**src/rtl/router_output_channel_pkg.sv**
```systemverilog
// Shared router definitions: port indices, VC encoding, default flit width
// and the one-hot test used by the output-side blocks.
package router_output_channel_pkg;

   localparam int PORT_PE        = 0;
   localparam int PORT_RIGHT     = 1;
   localparam int PORT_LEFT      = 2;
   localparam int PORT_DOWN      = 3;
   localparam int PORT_UP        = 4;
   localparam int NUM_PORTS      = 5;

   localparam logic VC_EVEN      = 1'b0;
   localparam logic VC_ODD       = 1'b1;

   localparam int DATA_WIDTH_DEF = 64;

   // True when exactly one bit of the grant vector is set.
   function automatic logic is_onehot5(input logic [4:0] v);
      return (v != 5'd0) && ((v & (v - 5'd1)) == 5'd0);
   endfunction

endpackage

```
**src/rtl/router_output_channel_onehot_mux5.sv**
```systemverilog
// Combinational AND-OR 5:1 selector driven by a one-hot select; o_onehot
// reports whether the select was a legal one-hot vector.
module onehot_mux5
   import router_output_channel_pkg::*;
#(
   parameter int DATA_WIDTH = DATA_WIDTH_DEF
) (
   input  logic [NUM_PORTS-1:0]            i_sel,
   input  logic [NUM_PORTS*DATA_WIDTH-1:0] i_data,
   output logic [DATA_WIDTH-1:0]           o_data,
   output logic                            o_onehot
);

   logic [DATA_WIDTH-1:0] w_data;

   // OR together every slice masked by its select bit; no priority between inputs.
   always_comb begin
      w_data = '0;
      for (int i = 0; i < NUM_PORTS; i++) begin
         w_data = w_data | (i_data[i*DATA_WIDTH +: DATA_WIDTH] & {DATA_WIDTH{i_sel[i]}});
      end
   end

   assign o_data   = w_data;
   assign o_onehot = is_onehot5(i_sel);

endmodule

```
**src/rtl/router_output_channel.sv**
```systemverilog
// Two-slot (even/odd VC) output buffer between the per-output arbiter and
// the outgoing link; slot `polarity` is written, slot `~polarity` is sent.
module router_output_channel
   import router_output_channel_pkg::*;
#(
   parameter int DATA_WIDTH = DATA_WIDTH_DEF,
   parameter int CNT_WIDTH  = 16
) (
   input  logic                            clk,
   input  logic                            reset,
   input  logic                            polarity,
   input  logic                            en,
   input  logic [NUM_PORTS-1:0]            gnt,
   input  logic [NUM_PORTS*DATA_WIDTH-1:0] in_data,
   output logic                            output_empty,
   output logic [NUM_PORTS-1:0]            in_ack,
   output logic                            out_send,
   input  logic                            out_ready,
   output logic [DATA_WIDTH-1:0]           out_data,
   output logic [CNT_WIDTH-1:0]            sent_count,
   output logic                            gnt_err
);

   logic [DATA_WIDTH-1:0] r_buf [2];
   logic [1:0]            r_valid;
   logic [CNT_WIDTH-1:0]  r_sent_count;
   logic                  r_gnt_err;

   logic [DATA_WIDTH-1:0] w_sel_data;
   logic                  w_onehot;
   logic                  w_int_idx;
   logic                  w_ext_idx;
   logic                  w_int_valid;
   logic                  w_ext_valid;
   logic                  w_slot_free;
   logic                  w_cap;
   logic                  w_bad;
   logic                  w_send;

   onehot_mux5 #(
      .DATA_WIDTH (DATA_WIDTH)
   ) u_mux (
      .i_sel    (gnt),
      .i_data   (in_data),
      .o_data   (w_sel_data),
      .o_onehot (w_onehot)
   );

   assign w_int_idx   = polarity;
   assign w_ext_idx   = ~polarity;
   assign w_int_valid = r_valid[w_int_idx];
   assign w_ext_valid = r_valid[w_ext_idx];

   assign w_slot_free = en & ~w_int_valid;
   assign w_cap       = w_slot_free & w_onehot;
   assign w_bad       = w_slot_free & (gnt != 5'd0) & ~w_onehot;
   assign w_send      = w_ext_valid & out_ready;

   assign output_empty = ~w_int_valid;
   assign in_ack       = w_cap ? gnt : 5'd0;
   assign out_send     = w_ext_valid;
   assign out_data     = polarity ? r_buf[VC_EVEN] : r_buf[VC_ODD];
   assign sent_count   = r_sent_count;
   assign gnt_err      = r_gnt_err;

   // Slot capture/drain, saturating link counter and sticky bad-grant flag.
   always_ff @(posedge clk) begin
      if (!reset) begin
         r_buf[VC_EVEN] <= '0;
         r_buf[VC_ODD]  <= '0;
         r_valid        <= 2'b00;
         r_sent_count   <= '0;
         r_gnt_err      <= 1'b0;
      end else begin
         // Capture and send address opposite slots, so both may fire together.
         if (w_cap) begin
            r_buf[w_int_idx]   <= w_sel_data;
            r_valid[w_int_idx] <= 1'b1;
         end
         if (w_send) begin
            r_valid[w_ext_idx] <= 1'b0;
            if (r_sent_count != {CNT_WIDTH{1'b1}}) begin
               r_sent_count <= r_sent_count + {{(CNT_WIDTH-1){1'b0}}, 1'b1};
            end
         end
         if (w_bad) begin
            r_gnt_err <= 1'b1;
         end
      end
   end

endmodule

```
**config.mk**
```make
export PLATFORM = sky130hd
export DESIGN_NAME = router_output_channel
export DESIGN_NICKNAME = d
export VERILOG_FILES = /design/src/rtl/router_output_channel_pkg.sv /design/src/rtl/router_output_channel_onehot_mux5.sv /design/src/rtl/router_output_channel.sv
export SDC_FILE = /design/constraint.sdc
export NUM_CORES = 1
export LEC_CHECK = 0
export BUFFER_PORTS_ARGS = -buffer_cell sky130_fd_sc_hd__buf_4
export CAP_MARGIN = 10
export CORE_AREA = 2 2 165 167
export DETAILED_ROUTE_END_ITERATION = 12
export DIE_AREA = 0 0 167 169
export PLACE_DENSITY = 0.56
export SLEW_MARGIN = 30
export SYNTH_ARGS = -nofsm -noshare
export SYNTH_HDL_FRONTEND = slang
export SYNTH_SLANG_ARGS = --single-unit
```
**constraint.sdc**
```tcl
create_clock -name clk -period 3.6 [get_ports clk]
set_input_delay 0 -clock clk [delete_from_list [all_inputs] [get_ports clk]]
set_output_delay 0 -clock clk [all_outputs]
set_load 0.05 [all_outputs]
```
# ---- Word level (Yosys, flattened, before mapping)
# Memory sizes are Yosys's and may differ from the RTL's.
# Index checks and enable logic that the tools add are counted.
dict set report totals {
  in_bits 330
  word_cells 59
  ram_bits 128
  output_inout_bits 88
  regBits 19
  mem_count 1
}
# name depth width read_ports rd_ports_with_merged_regs write_ports line
set memory_table {}
lappend memory_table {r_buf 2 64 2 0 2 router_output_channel.sv:24} ;# logic [DATA_WIDTH-1:0] r_buf [2];
dict set report op_classes {
  n_mux 20
  eq_ne 1
  n_lt_le_gt_ge 4
  n_bitwise 21
  add_sub_neg 2
  n_reduce_logical 7
}
# op count
set op_table {}
lappend op_table {{$and A64 B64 Y64} 5}
lappend op_table {{$or A64 B64 Y64} 4}
lappend op_table {{$mux W64} 2}
lappend op_table {{$reduce_or A64 Y1} 1}
lappend op_table {{$add A16 B1 Y16 const B} 1}
lappend op_table {{$ne A16 B16 Y1 const B} 1}
lappend op_table {{$mux W1} 12}
lappend op_table {{$mux W2} 3}
lappend op_table {{$and A1 B1 Y1} 5}
lappend op_table {{$and A5 B5 Y5} 1}
lappend op_table {{$logic_not A5 Y1} 1}
lappend op_table {{$mux W5} 1}
lappend op_table {{$reduce_bool A5 Y1} 1}
lappend op_table {{$sub A5 B1 Y5 const B} 1}
lappend op_table {{$lt A1 B2 Y1 const B} 2}
lappend op_table {{$logic_and A1 B1 Y1} 3}
lappend op_table {{$not A1 Y1} 3}
lappend op_table {{$and A2 B2 Y2} 1}
lappend op_table {{$demux W1 S1} 2}
lappend op_table {{$ge A1 B1 Y1 const B} 2}
lappend op_table {{$not A2 Y2} 1}
lappend op_table {{$or A2 B2 Y2} 1}
lappend op_table {{$reduce_and A2 Y1} 1}

# ---- Longest topological paths before layout
# Gate-level depths: netlist of run 1.
dict set report depth {
  depth_word 10
  depth_mapped 8
}

# ---- Hierarchy
# From an unflattened synthesis of run 1, not the netlist that was laid out.
dict set report hier_totals {
  cells_unflattened 700
  area_unflattened_um2 8166.6
}
# mod cells_each n_inst seq_area_each_um2 area_per_inst_um2
set by_module_without_submodules {}
lappend by_module_without_submodules {router_output_channel 466 1 4224.1 6535.0}
lappend by_module_without_submodules {onehot_mux5 234 1 0.0 1631.6}

# ---- Worst setup path before layout of run 1
# OpenSTA, ideal clock, no wires.
dict set report synth_path {
  path_kind {flip-flop to flip-flop}
  from {register r_valid[1]}
  to {memory r_buf[0][0] in the netlist's numbering (enable)}
  slack_ns -0.154
  required_time_ns 3.177
  arrival_time_ns 3.331
  period_less_slack_ns 3.754
  setup_time_ns 0.423
  stages_incl_launch_ff 8
  n_path_buf 2
  path_cell_list {dfxtp_1 -> mux2i_1 -> nand3_1 -> nor2_1 -> nand2_1 -> buf_2 -> buf_2 -> nand2_1}
}
# element line
set synth_lines {}
lappend synth_lines {{from (decl)} router_output_channel.sv:25} ;# logic [1:0] r_valid;
lappend synth_lines {{from (signal assigned)} router_output_channel.sv:71} ;# r_valid <= 2'b00;
lappend synth_lines {{from (signal, indexed assignment)} router_output_channel.sv:78} ;# r_valid[w_int_idx] <= 1'b1;
lappend synth_lines {{from (signal, indexed assignment)} router_output_channel.sv:81} ;# r_valid[w_ext_idx] <= 1'b0;
lappend synth_lines {{to (decl)} router_output_channel.sv:24}

==> results of run 1 <==
metrics by stage:
stage / worst slack [ns] / util, %
3_5_place_dp: 1.26 / 42.6
5_1_grt: 1.40 / 49.8
4_1_cts: 1.47 / 49.8
3_3_place_gp: 1.29 / 42.6
2_1_floorplan: 0.455 / -
6_report: 1.47 / 49.8
cells in the final DEF (no fill, tap or decap), drive strengths merged, types with 2 or more instances in the layout:
cell | Yosys | routed
nand2 | 24 | 24
mux2i | 8 | 8
nand2b | 6 | 6
nand4 | 2 | 2
edfxtp | 128 | 128
nor2b | 2 | 2
a31oi | 3 | 3
nor2 | 133 | 133
and3 | 4 | 4
clkinv | 0 | 4
dlygate4sd3 | 0 | 132
a221oi | 64 | 64
dfxtp | 19 | 19
and2 | 11 | 11
clkinvlp | 0 | 2
o31ai | 2 | 2
and4 | 3 | 3
nand3 | 7 | 7
buf | 31 | 427
o21ai | 4 | 4
a222oi | 64 | 64
a41o | 2 | 2
nor4 | 3 | 3
clkbuf | 35 | 17
xor2 | 7 | 7
nor3 | 4 | 4
mux2 | 65 | 65
a211oi | 3 | 3
inv | 66 | 74
where the power goes:
| part | switching [µW] | total (µW) | internal (µW) |
|---|---|---|---|
| sequential | 21.8 | 1970 | 1950 |
| combinational | 628 | 1220 | 591 |
| clock | 738 | 1710 | 971 |
tightest hold or removal path, cell delays in order:
cell and delay [ns]:
buf_4 0.23, nor2_1 0.14, o31ai_1 0.07
what timing repair did:
item                                   in CTS  in global routing
gates resized for setup                     0                  0
endpoints found under the hold margin     140                  0
buffers inserted                            0                  0
hold buffers                              132                  0
per-layer routing:
layer / vias up / part of all wire [%]
li1: 3757 / -
met1: 3900 / 40
met2: 309 / 51
met3: 24 / 6.8
met4: 0 / 1.8
met5: - / 0
sequential cells by signal, summed over array words and instances (netlist names):
signal,flops
r_buf,128
sent_count,16
r_valid,2
gnt_err,1
worst paths after layout:
| path | depth (start not counted) | slack [ns] | to | from |
|---|---|---|---|---|
| max | 7 | 1.47 | r_buf[1][62] | gnt[3] |
| min | 3 | 0.10 | gnt_err | gnt[0] |
| max reg2reg | 6 | 1.61 | r_buf[1][39] | r_valid[1] |
| min reg2reg | 2 | 0.49 | sent_count[15] | sent_count[15] |
final cells by class:
type | instances | area share, %
well taps | 341 | 3.23
flip-flops and latches | 147 | 32.0
diodes | 1 | 0.0190
clock buffers | 17 | 3.22
multi-input cells | 428 | 23.9
inverters | 66 | 1.88
clock inverters | 15 | 1.09
repair buffers | 559 | 34.6
kinds of logic after synthesis:
family / after synthesis / synth area share (%)
and+or+nand+nor: 202 / 11.4
DFF: 147 / 53.5
AOI/OAI and AO/OA: 144 / 16.9
buffers and inverters: 132 / 6.97
muxes: 73 / 10.3
xor gates and xnor gates: 7 / 0.776
adders and majority gates: 2 / 0.285
==> run_results.csv, run 1 <==
group,metric,value,unit
critical_path,crit_family,"buffers and inverters",
synthesis,synthTopCellsByCount,"nor2_1, edfxtp_1, inv_1",
timing,hold_viol,0,
timing,setup_viol,0,
final_layout,multiInputGateArea,3160,µm²
die,start_util,29.8,%
synthesis,syn_area_per_cell,11.2,µm²
placed_design,dp_hpwl,19.3,mm
global_route,track_usage,19.0,%
die,die_area,28200,µm²
clocking,path_clk_slew,0.07,ns
routing,routed_wl,28.0,mm
global_route,gr-usage-met1,22.7,%
placed_design,dp_cells,1409,
critical_path,cp_common_cell,"buf_4",
synthesis,synth-seq-cells,147,
global_route,use_met3,4.84,%
critical_path,crit_slowest_cell,"a222oi_1",
synthesis,ys_async_sr_fraction,0,%
critical_path,required,3.73,ns
routing,route.detailed.drc,0,
power_and_ir_drop,power_density,371,nW/µm²
clocking,clk_latency,0.41,ns
die,io-pin-count,418,
critical_path,path_max_fanout,39,
timing,rsz0062_at_grt,"false",
final_layout,finalNonFillerCells,1574,
final_layout,final_nets,1550,
die,rows,60,
critical_path,critPathMaxStageDelay,0.65,ns
global_route,antenna_found_initial,1,
timing,skew,0.00965,ns
die,placeableCoreArea,26500,µm²
timing,slew_headroom,46.1,%
synthesis,yosysSeqAreaShare,53.5,%
hold_path,hold_path.class,"primary input to flop",
final_layout,drive_gt1_share,43.7,%
clocking,htreeDepth,4,
routing,drtIter0Drc,655,
placed_design,placed_area,11300,µm²
timing,fin_crit,2.13,ns
power_and_ir_drop,ir_drop,0.272,mV
routing,wl_per_cell,17.8,µm
die,die_y,169,µm
synthesis,synth.most_common_cell,"nor2_1",
global_route,use_met2,33.7,%
critical_path,worstSetupEndpointType,"flop",
critical_path,cp.buffers_inverters,4,
routing,drtPass1Iterations,6,
placed_design,gp_congestion,0.781,
global_route,grt_pass1_wl,42.6,mm
timing,final_max_slew_viol_count,0,
final_layout,fillers,2465,
synthesis,synth-main-ff-cell,"edfxtp_1",
synthesis,ys_types,38,
synthesis,yosys_warnings,0,
critical_path,arrival,2.26,ns
timing,fin_setup_tns,0,ns
clocking,clkSinkCount,147,
timing,tightest_slew,0.809,ns
timing,fin_hold_ws,0.100,ns
clocking,cts_tree,"built",
die,die_w,167,µm
timing,finalCritPeriodShare,59.3,%
critical_path,crit_type,"primary input to flop",
status,status,"finished clean",
synthesis,synth_nets,1038,
global_route,busiest_layer,"met2",
synthesis,syn_inst,707,
routing,ant_nets,0,
global_route,first_global_vias,8157,
synthesis,yosysTopAreaCellShare,48.6,%
timing,fmax,469,MHz
critical_path,startpoint_type,"primary input",
synthesis,synth_top_cells_by_area,"edfxtp_1, mux2_2, a222oi_1, a221oi_1, nor2_1",
clocking,root_buffer,"clkbuf_16",
synthesis,syn-cell-area,7900,µm²
routing,vias,7990,
final_layout,area_delta_synth_final,67.0,%
flow_run,maxCapViolCount,0,
power_and_ir_drop,power_leakage,0.00582,µW
routing,avgViaCountPerCell,5.08,
synthesis,synth_enable_flop_cells,128,
power_and_ir_drop,power,4900,µW
clocking,numCtsBuffers,17,
final_layout,seqCellArea,4220,µm²
global_route,grt_max_degree,66,
synthesis,yosysTopAreaCell,"edfxtp_1",
critical_path,worstPathCellList,"buf_4, buf_4, a222oi_1, inv_1, a221oi_1, dlygate4sd3_1, nor2_1",
global_route,overflow,0,
final_layout,finalInstanceArea,13200,µm²
clocking,clockBufferDepth,2,
placed_design,io_buffers,417,
No activity file was read; power rests on OpenSTA's default activity.
==> run 2, diff against run 1 <==
==> constraint.sdc (replaced) <==
create_clock -name clk -period 2.15 [get_ports clk]
set_input_delay 0 -clock clk [delete_from_list [all_inputs] [get_ports clk]]
set_output_delay 0 -clock clk [all_outputs]
set_load 0.05 [all_outputs]
==> run_results.csv, run 2 (synthesis gave the netlist of run 1 again) <==
group,metric,value,unit
die,start_util,29.8,%
critical_path,required,2.30,ns
global_route,grt_pass1_wl,43.9,mm
global_route,antenna_found_initial,0,
timing,slew_headroom,51.9,%
clocking,path_clk_slew,0.06,ns
critical_path,ff2ff_path_depth,6,
global_route,gr-usage-met1,25.3,%
global_route,use_met2,33.9,%
routing,drtPass1Iterations,7,
hold_path,whs_path_depth,4,
routing,wl_per_cell,18.3,µm
critical_path,worstSetupEndpointType,"flop",
timing,fin_crit,1.95,ns
hold_path,holdCritStartpoint,"polarity",
timing,tightest_slew,0.721,ns
timing,hold_viol,0,
final_layout,n_antenna_cell,0,
clocking,htreeDepth,4,
placed_design,io_buffers,417,
status,status,"finished clean",
final_layout,layout_commonest_cell,"buf_4",
die,io-pin-count,418,
final_layout,final_cell_mix,"buf_4, nor2_1, dlygate4sd3_1",
clocking,numCtsBuffers,17,
critical_path,crit_path_start,"gnt[0]",
global_route,track_usage,19.8,%
critical_path,r2r-start,"sent_count[1]",
placed_design,dp_slack,0.126,ns
timing,fmax,512,MHz
critical_path,crit_type,"primary input to flop",
placed_design,dp_hpwl,20.0,mm
timing,rsz0062_at_grt,"false",
clocking,post_cts_buffers,0,
clocking,root_buffer,"clkbuf_16",
global_route,grt_max_degree,66,
die,die_y,169,µm
timing,finalCritPeriodShare,90.9,%
clocking,cts_tree,"built",
global_route,use_met3,4.21,%
power_and_ir_drop,power_density,620,nW/µm²
die,placeableCoreArea,26500,µm²
die,die_area,28200,µm²
final_layout,regMostFlops,"r_buf",
final_layout,largest_reg_flops,128,
timing,final_max_slew_viol_count,0,
die,rows,60,
placed_design,gp_congestion,0.802,
critical_path,arrival,2.10,ns
global_route,first_global_vias,8057,
critical_path,path_max_fanout,43,
timing,skew,0.0109,ns
global_route,overflow,0,
routing,routed_wl,28.8,mm
final_layout,area_delta_synth_final,68.6,%
clocking,clkSinkCount,147,
final_layout,drive_gt1_share,44.1,%
flow_run,maxCapViolCount,0,
power_and_ir_drop,power_leakage,0.00588,µW
timing,fin_setup_tns,0,ns
critical_path,startpoint_type,"primary input",
critical_path,r2r_slack,0.32,ns
hold_path,hold_path.class,"primary input to flop",
critical_path,timing.rr.end,"sent_count[14]",
global_route,busiest_layer,"met2",
power_and_ir_drop,ir_drop,0.444,mV
clocking,clockBufferDepth,2,
hold_path,min_to,"gnt_err",
placed_design,dp_cells,1415,
final_layout,final_nets,1555,
routing,route.detailed.drc,0,
timing,setup_viol,0,
timing,setup_ws,0.196,ns
final_layout,finalNonFillerCells,1578,
clocking,clk_latency,0.42,ns
routing,avgViaCountPerCell,5.11,
routing,vias,8060,
routing,ant_nets,0,
die,die_w,167,µm
routing,drtIter0Drc,705,
[run 2: cell count changes in the layout (fill, tap and decap cells not counted), moves of 2 or more]
cell       previous run  this run
buf_12                3         7
clkinv_2              3         1
nand2_4               2         0
nand2_8               0         2
inv_4                 0         3
inv_6                 6         3
clkbuf_16            17        19
[run 2: how the worst max path moves through the flow]
stage,endpoint,slack [ns],cells past startpoint
2_1_floorplan,sent_count[14],0.007,6
3_3_place_gp,r_buf[0][62],0.14,6
3_5_place_dp,r_buf[0][62],0.13,6
4_1_cts,r_buf[0][62],0.08,7
5_1_grt,r_buf[0][62],0.03,7
6_report,r_buf[0][62],0.20,7
[run 2: area by class of cell]
class	count	area, µm²
fillers	2469	13200
repair buffers	564	4650
flip-flops and latches	147	4230
multi-input cells	428	3190
clock buffers	21	493
well taps	341	427
inverters	66	248
clock inverters	11	86.3
[run 2: repair_timing]
item	in CTS	in global routing
endpoints found under the setup margin	0	4
endpoints found under the hold margin	131	0
resized for setup	0	1
hold buffers	131	0
[run 2: critical path, stage by stage]
cell           delay, ns
buf_4               0.22
buf_12              0.22
a222oi_1            0.53
inv_1               0.14
a221oi_1            0.25
dlygate4sd3_1       0.62
nor2_1              0.05
[run 2: report_power, final]
part	internal (µW)	switching [µW]
Combinational	1010	1060
Sequential	3260	37.3
Clock	1670	1220
[run 2: metal layers]
metal	up-vias	routed length (µm)
met4	0	470
li1	3760	-
met3	31	2020
met5	-	0
met1	3938	11700
met2	331	14700
[run 2: through the flow]
step | util [%] | hold slack [ns] | power [µW] | instance area (µm²)
floorplan | - | 0.185 | 4330 | 7950
global placement | 43.1 | 0.328 | 5190 | 11400
detailed placement | 43.1 | 0.336 | 5200 | 11400
CTS | 50.2 | 0.0476 | 8360 | 13300
global route | 50.3 | 0.0677 | 8610 | 13300
finish | 50.3 | 0.0648 | 8260 | 13300
